--- src/rtl/md_pkg.sv ---
// md_pkg: encodings shared between the EX-stage issue logic and the MD unit.
// The MD unit decodes md_op with exactly these values.
package md_pkg;

    localparam logic [2:0] MD_MULT  = 3'b000;
    localparam logic [2:0] MD_MULTU = 3'b001;
    localparam logic [2:0] MD_DIV   = 3'b010;
    localparam logic [2:0] MD_DIVU  = 3'b011;
    localparam logic [2:0] MD_MTHI  = 3'b100;
    localparam logic [2:0] MD_MTLO  = 3'b101;
    localparam logic [2:0] MD_MFHI  = 3'b110;
    localparam logic [2:0] MD_MFLO  = 3'b111;
    // Idle command shares the mflo code: the MD unit treats it as "no operation".
    localparam logic [2:0] MD_NOP   = 3'b111;

    typedef enum logic [1:0] {
        ST_IDLE  = 2'b00,
        ST_ISSUE = 2'b01,
        ST_WRITE = 2'b10,
        ST_WAIT  = 2'b11
    } md_state_e;

    function automatic logic md_is_arith(input logic [2:0] op);
        return (op[2] == 1'b0);
    endfunction

    function automatic logic md_is_write(input logic [2:0] op);
        return (op[2:1] == 2'b10);
    endfunction

    function automatic logic md_is_read(input logic [2:0] op);
        return (op[2:1] == 2'b11);
    endfunction

endpackage

--- src/rtl/md_issue.sv ---
// md_issue: EX-stage issue control for the multiply/divide unit. Decodes MD
// instructions, sequences start/HI-LO write commands, forwards HI/LO reads and watches md_busy.
module md_issue
    import md_pkg::*;
#(
    parameter int unsigned TIMEOUT = 15
) (
    input  logic        clk,
    input  logic        reset,
    input  logic        ex_valid,
    input  logic [2:0]  ex_op,
    input  logic        ex_md,
    input  logic        ex_flush,
    input  logic [31:0] rs_val,
    input  logic [31:0] rt_val,
    input  logic        md_busy,
    input  logic [31:0] md_hi,
    input  logic [31:0] md_lo,
    output logic        md_start,
    output logic [2:0]  md_op,
    output logic [31:0] md_data1,
    output logic [31:0] md_data2,
    output logic        stall,
    output logic [31:0] rd_data,
    output logic        rd_valid,
    output logic        md_timeout
);

    // The counter only needs to reach TIMEOUT+1; it saturates there.
    localparam int unsigned       WD_CW    = $clog2(TIMEOUT + 2);
    localparam logic [WD_CW-1:0]  WD_LIMIT = WD_CW'(TIMEOUT);
    localparam logic [WD_CW-1:0]  WD_MAX   = WD_CW'(TIMEOUT + 1);
    localparam logic [WD_CW-1:0]  WD_ONE   = WD_CW'(1);

    md_state_e          state_r;
    logic [2:0]         op_q_r;
    logic [31:0]        rs_q_r;
    logic [31:0]        rt_q_r;
    logic [WD_CW-1:0]   wd_cnt_r;
    logic               md_timeout_r;

    logic               stall_s;
    logic               accept_s;
    logic               rd_valid_s;
    logic [31:0]        rd_data_s;
    logic               md_start_s;
    logic [2:0]         md_op_s;
    logic [31:0]        md_data1_s;
    logic [31:0]        md_data2_s;

    // Hazard detection, instruction accept and HI/LO read forwarding
    always_comb begin
        stall_s    = 1'b0;
        accept_s   = 1'b0;
        rd_valid_s = 1'b0;
        rd_data_s  = 32'd0;
        if (ex_valid && ex_md && ((state_r != ST_IDLE) || md_busy)) begin
            stall_s = 1'b1;
        end else begin
            stall_s = 1'b0;
        end
        accept_s = ex_valid && ex_md && !ex_flush && !stall_s;
        if (accept_s && md_is_read(ex_op)) begin
            rd_valid_s = 1'b1;
            if (ex_op == MD_MFHI) begin
                rd_data_s = md_hi;
            end else begin
                rd_data_s = md_lo;
            end
        end else begin
            rd_valid_s = 1'b0;
            rd_data_s  = 32'd0;
        end
    end

    // Issue sequencer and capture of the accepted instruction
    always_ff @(posedge clk or negedge reset) begin
        if (!reset) begin
            state_r <= ST_IDLE;
            op_q_r  <= 3'b000;
            rs_q_r  <= 32'd0;
            rt_q_r  <= 32'd0;
        end else begin
            case (state_r)
                ST_IDLE: begin
                    if (accept_s && md_is_arith(ex_op)) begin
                        state_r <= ST_ISSUE;
                        op_q_r  <= ex_op;
                        rs_q_r  <= rs_val;
                        rt_q_r  <= rt_val;
                    end else if (accept_s && md_is_write(ex_op)) begin
                        state_r <= ST_WRITE;
                        op_q_r  <= ex_op;
                        rs_q_r  <= rs_val;
                        rt_q_r  <= rt_val;
                    end else begin
                        state_r <= ST_IDLE;
                    end
                end
                ST_ISSUE: begin
                    state_r <= ST_WAIT;
                end
                ST_WRITE: begin
                    state_r <= ST_IDLE;
                end
                ST_WAIT: begin
                    if (md_busy) begin
                        state_r <= ST_WAIT;
                    end else begin
                        state_r <= ST_IDLE;
                    end
                end
                default: begin
                    state_r <= ST_IDLE;
                end
            endcase
        end
    end

    // Commands to the MD unit depend only on flops; HI/LO write codes leave only in WRITE
    always_comb begin
        md_start_s = 1'b0;
        md_op_s    = MD_NOP;
        md_data1_s = 32'd0;
        md_data2_s = 32'd0;
        case (state_r)
            ST_ISSUE: begin
                md_start_s = 1'b1;
                md_op_s    = op_q_r;
                md_data1_s = rs_q_r;
                md_data2_s = rt_q_r;
            end
            ST_WRITE: begin
                md_start_s = 1'b0;
                md_op_s    = op_q_r;
                md_data1_s = rs_q_r;
                md_data2_s = 32'd0;
            end
            default: begin
                md_start_s = 1'b0;
                md_op_s    = MD_NOP;
                md_data1_s = 32'd0;
                md_data2_s = 32'd0;
            end
        endcase
    end

    // Watchdog on consecutive md_busy cycles; the error flag is sticky until reset
    always_ff @(posedge clk or negedge reset) begin
        if (!reset) begin
            wd_cnt_r     <= {WD_CW{1'b0}};
            md_timeout_r <= 1'b0;
        end else if (md_busy) begin
            if (wd_cnt_r < WD_MAX) begin
                wd_cnt_r <= wd_cnt_r + WD_ONE;
            end else begin
                wd_cnt_r <= wd_cnt_r;
            end
            if (wd_cnt_r >= WD_LIMIT) begin
                md_timeout_r <= 1'b1;
            end else begin
                md_timeout_r <= md_timeout_r;
            end
        end else begin
            wd_cnt_r     <= {WD_CW{1'b0}};
            md_timeout_r <= md_timeout_r;
        end
    end

    assign stall      = stall_s;
    assign rd_valid   = rd_valid_s;
    assign rd_data    = rd_data_s;
    assign md_start   = md_start_s;
    assign md_op      = md_op_s;
    assign md_data1   = md_data1_s;
    assign md_data2   = md_data2_s;
    assign md_timeout = md_timeout_r;

endmodule

--- config.mk ---
export PLATFORM = sky130hd
export DESIGN_NAME = md_issue
export DESIGN_NICKNAME = d
export VERILOG_FILES = /design/src/rtl/md_pkg.sv /design/src/rtl/md_issue.sv
export SDC_FILE = /design/constraint.sdc
export NUM_CORES = 1
export LEC_CHECK = 0
export BUFFER_PORTS_ARGS = -buffer_cell sky130_fd_sc_hd__buf_4
export CAP_MARGIN = 20
export CORE_MARGIN = 3
export CORE_UTILIZATION = 40
export DETAILED_ROUTE_END_ITERATION = 8
export PLACE_DENSITY = 0.74
export SLEW_MARGIN = 20
export SYNTH_ARGS = -nofsm -noshare
export SYNTH_HDL_FRONTEND = slang
export SYNTH_SLANG_ARGS = --single-unit
--- constraint.sdc ---
create_clock -name clk -period 2.85 [get_ports clk]
set_input_delay 0.4275 -clock clk [delete_from_list [all_inputs] [get_ports clk]]
set_output_delay 0.4275 -clock clk [all_outputs]
set_load 0.01 [all_outputs]
==> run summary <==
The run finished with clean final reports. Total count of hold-check failures in the final report: 0. Detailed placement finished with a half-perimeter wire length of 8487 µm.

The number of optimization iterations in the first detailed-route pass is 4, and the number of distinct library cell variants in the gate-level netlist after synthesis is 30. The power density over the cells was 464.5 nW/µm²; the number of gates given a new drive strength after cts was 0. The fraction of the cycle the final worst path needs is 0.8884, and the maximum number of pins on one net before global-route repair is 76. For the count of non-filler cells in the finished layout, the log shows 706. The top achievable clock speed was 394.9 MHz. The tools report the final worst clock skew as 9.072 ps. After the last flow step, the layout net total stands at 711. Die outline height: 107.1 µm. The sequential area share after synthesis is 0.4594. The flip-flop and latch count after synthesis is 75, and the count of vias placed by the detailed router is 3283. The layout has 811 filler cells.

The share of the synthesized area in the top cell type came out at 0.4594. The worst-case IR drop observed on VDD is 0.2489 mV. For this run, design rule violations remaining after detail routing come to 0. After routing the design area is 6150 µm². The netlist area before placement is 4085 µm². Routability-driven placement finished with a final weighted congestion of 0.7549. The number of max-cap violations was 0; the number of clock sinks was 75. The proportion of layout cells with a drive suffix above 1 was 0.5759; the cell area after placement was 5956 µm². The clock tree synthesis step divided the H-tree into 3 levels.

From left edge to right edge, the die measures 107.1 µm. The tools report the met3 track demand over resource as 0.05418. Clock tree synthesis inserted a total of 9 buffers. The global routing met2 resource utilization is 0.3217. The main flop type after synthesis is sky130_fd_sc_hd__dfrtp_1. Data on the critical path arrives at its endpoint at 2100 ps. For the worst-skew pair, the clock arrives at the later sink with an insertion delay of 340 ps. STA classifies the critical path startpoint as a flip-flop. The number of design-rule violations left by the first detailed-router iteration was 95. The worst setup path is captured at an output pin. The cell count after placement was 690.

The root buffer cell chosen for the clock tree is sky130_fd_sc_hd__clkbuf_8. Summed over all failing endpoints, the final setup total negative slack is 0 ps. TritonCTS built the clock tree.

met2 is the most crowded layer. The starting density of the core is 0.4141, and the number of buffers inserted to repair setup after CTS is 0. The tools report the cell count after synthesis as 335. Cell type with the largest total area after synthesis: sky130_fd_sc_hd__dfrtp_1. Port buffering added 239 buffers. For this run, the slowest stage of the critical path takes 410 ps. The met1 demand-to-capacity share in global routing came out at 0.2109. Total grt overflow: 0.

The critical path goes through inv_1, ha_1, nand4b_4, or3_1, buf_4, nor2_1, buf_4. The number of global-route vias before repair came out at 3413. The run gives 2.857 mW as the total chip power. The time the final worst path needs with I/O delays and setup works out to 2532 ps.

The tools report the required time of the worst setup path as 2420 ps. The number of hold buffers added after CTS was 0. The headroom to the max-slew limit was 0.3923; the area inside the core boundary was 9864 µm². Setup violations remaining at the end of the flow were counted as 0. The tools report the total count of max-transition violations in the final report as 0. The number of flops mapped to enable cells by yosys came out at 0.

Slew at the pin closest to its max-slew limit: 911.6 ps. The number of placed I/O pins was 240. The final wirelength was 10700 µm; the number of routed nets with antenna violations was 0.

The tools report the total global-route track usage as 0.1844. By count the netlist is led by sky130_fd_sc_hd__dfrtp_1 (75), sky130_fd_sc_hd__and2_1 (64), sky130_fd_sc_hd__mux2_4 (50). Setup repair after global routing left no endpoint under its margin. Using the TritonRoute via totals, the vias-per-cell ratio works out to 4.650. The area growth from synthesis to layout is 50.54%. The wire length of the first global-routing pass is 16590 µm. The fraction of registers with async set or reset after synthesis was 1.000.

The clock passes through at most 2 buffers. The library cell with the highest instance count after synthesis is sky130_fd_sc_hd__dfrtp_1. The cell that appears most often on the critical path is sky130_fd_sc_hd__buf_4. The number of warnings issued by yosys is 0. For the number of diodes added for antenna fixing, the log shows 0. The classification of the worst-slack hold path is input pin to asynchronous set/reset pin. The average instance area after synthesis works out to 12.19 µm².

The die covers 11460 µm². The setup path with the least slack is of type flip-flop to output pin. The largest individual stage delay along the critical path comes from the cell sky130_fd_sc_hd__dfrtp_1.

The clock-pin slew on the worst setup and hold paths came out at 80 ps. Summed over all cells, the static leakage comes to 3.360 nW. For the number of antenna violations at the first check in global routing, the log shows 0.

In this run the worst path has a maximum fanout of 33. The floorplan has 36 rows. In the post-synthesis netlist, the biggest area contributors are sky130_fd_sc_hd__dfrtp_1 (46%), sky130_fd_sc_hd__mux2_4 (18%), sky130_fd_sc_hd__and2_1 (9.8%). Post-route core utilization: 0.6234. When the netlist entered floorplanning its net count stood at 478.

The per-cell routed wire length works out to 15.15 µm.
path summary, 6_finish.rpt:
| kind | from | endpoint | slack (ps) | cells after the start |
|---|---|---|---|---|
| min in group clk | rs_val[29] | rs_q_r[29] | 310 | 2 |
| min | reset | rt_q_r[22] | 230 | 1 |
| min reg2reg | md_timeout | md_timeout | 490 | 1 |
| max | state_r[0] | rd_data[12] | 320 | 7 |
| max in group asynchronous | reset | rs_q_r[25] | 2040 | 1 |
| max reg2reg | state_r[0] | rt_q_r[27] | 550 | 6 |
layout make-up:
cell class	instances	area (µm²)	share of cell area
tap	133	166.4	0.02706
sequential	75	1877	0.3052
timing repair buffer	244	1832	0.2979
inverter	5	18.77	0.003052
clock inverter	6	66.31	0.01078
multi-input combinational	233	2062	0.3353
clock buffer	10	127.6	0.02075
flip-flops by register name, summed over array words and instances (netlist names):
| name | flops |
|---|---|
| op_q_r | 3 |
| rt_q_r | 32 |
| wd_cnt_r | 5 |
| md_timeout | 1 |
| rs_q_r | 32 |
| state_r | 2 |
through the flow:
| step | setup WS (ps) | hold WS, ps |
|---|---|---|
| 2_1_floorplan | 823.9 | 131.9 |
| 3_3_place_gp | 631.5 | 457.8 |
| 3_5_place_dp | 554.3 | 468.5 |
| 4_1_cts | 271.6 | 249.0 |
| 5_1_grt | 188.3 | 292.7 |
| 6_report | 318.0 | 229.5 |
power breakdown:
| group | internal [mW] | total, mW | switching, mW |
|---|---|---|---|
| sequential | 1.30 | 1.42 | 0.124 |
| combinational | 0.457 | 0.642 | 0.185 |
| clock | 0.404 | 0.790 | 0.385 |
logic make-up after synthesis:
kind of cell	count (synthesis)	synth area share
fa+ha+maj	6	0.01838
flops	75	0.4594
compound gates	10	0.01623
simple gates	117	0.1593
buf+inv	27	0.03645
mux	98	0.3060
xor+xnor	2	0.004289
cells in the final DEF, fill, tap and decap left out:
cell / n
sky130_fd_sc_hd__clkbuf_8: 9
sky130_fd_sc_hd__a31o_2: 1
sky130_fd_sc_hd__clkbuf_1: 1
sky130_fd_sc_hd__dfrtp_1: 75
sky130_fd_sc_hd__or2_2: 1
sky130_fd_sc_hd__buf_4: 244
sky130_fd_sc_hd__o21ai_0: 1
sky130_fd_sc_hd__a21o_1: 1
sky130_fd_sc_hd__nand3_1: 1
sky130_fd_sc_hd__ha_1: 6
sky130_fd_sc_hd__nor2_1: 37
sky130_fd_sc_hd__nand4b_4: 1
sky130_fd_sc_hd__mux2i_1: 33
sky130_fd_sc_hd__or3b_4: 1
sky130_fd_sc_hd__nor2b_1: 1
sky130_fd_sc_hd__nand2_1: 2
sky130_fd_sc_hd__clkinvlp_4: 3
sky130_fd_sc_hd__xor2_1: 1
sky130_fd_sc_hd__mux2_2: 15
sky130_fd_sc_hd__and3_1: 1
sky130_fd_sc_hd__inv_1: 5
sky130_fd_sc_hd__or3_1: 2
sky130_fd_sc_hd__xnor2_1: 1
sky130_fd_sc_hd__and2_1: 64
sky130_fd_sc_hd__clkinv_4: 1
sky130_fd_sc_hd__o21ba_2: 2
sky130_fd_sc_hd__nand2b_1: 3
sky130_fd_sc_hd__bufinv_16: 1
sky130_fd_sc_hd__clkinv_2: 1
sky130_fd_sc_hd__a21oi_1: 5
sky130_fd_sc_hd__mux2_4: 50
sky130_fd_sc_hd__nand4_1: 1
sky130_fd_sc_hd__nor3_1: 2
per-layer routing:
layer,up-vias,routed length [µm]
li1,1582,-
met1,1539,4063
met2,144,5466
met3,18,924
met4,0,241
met5,-,0
critical path: cells and delay by family, from the launching register on:
| family | cells | cell delay [ps] |
|---|---|---|
| adder cells (fa/ha/maj) | 1 | 220 |
| buffers and inverters | 3 | 490 |
| flip-flops | 1 | 410 |
| AND/OR/NAND/NOR | 3 | 660 |
No activity file was read; power rests on OpenSTA's default activity.
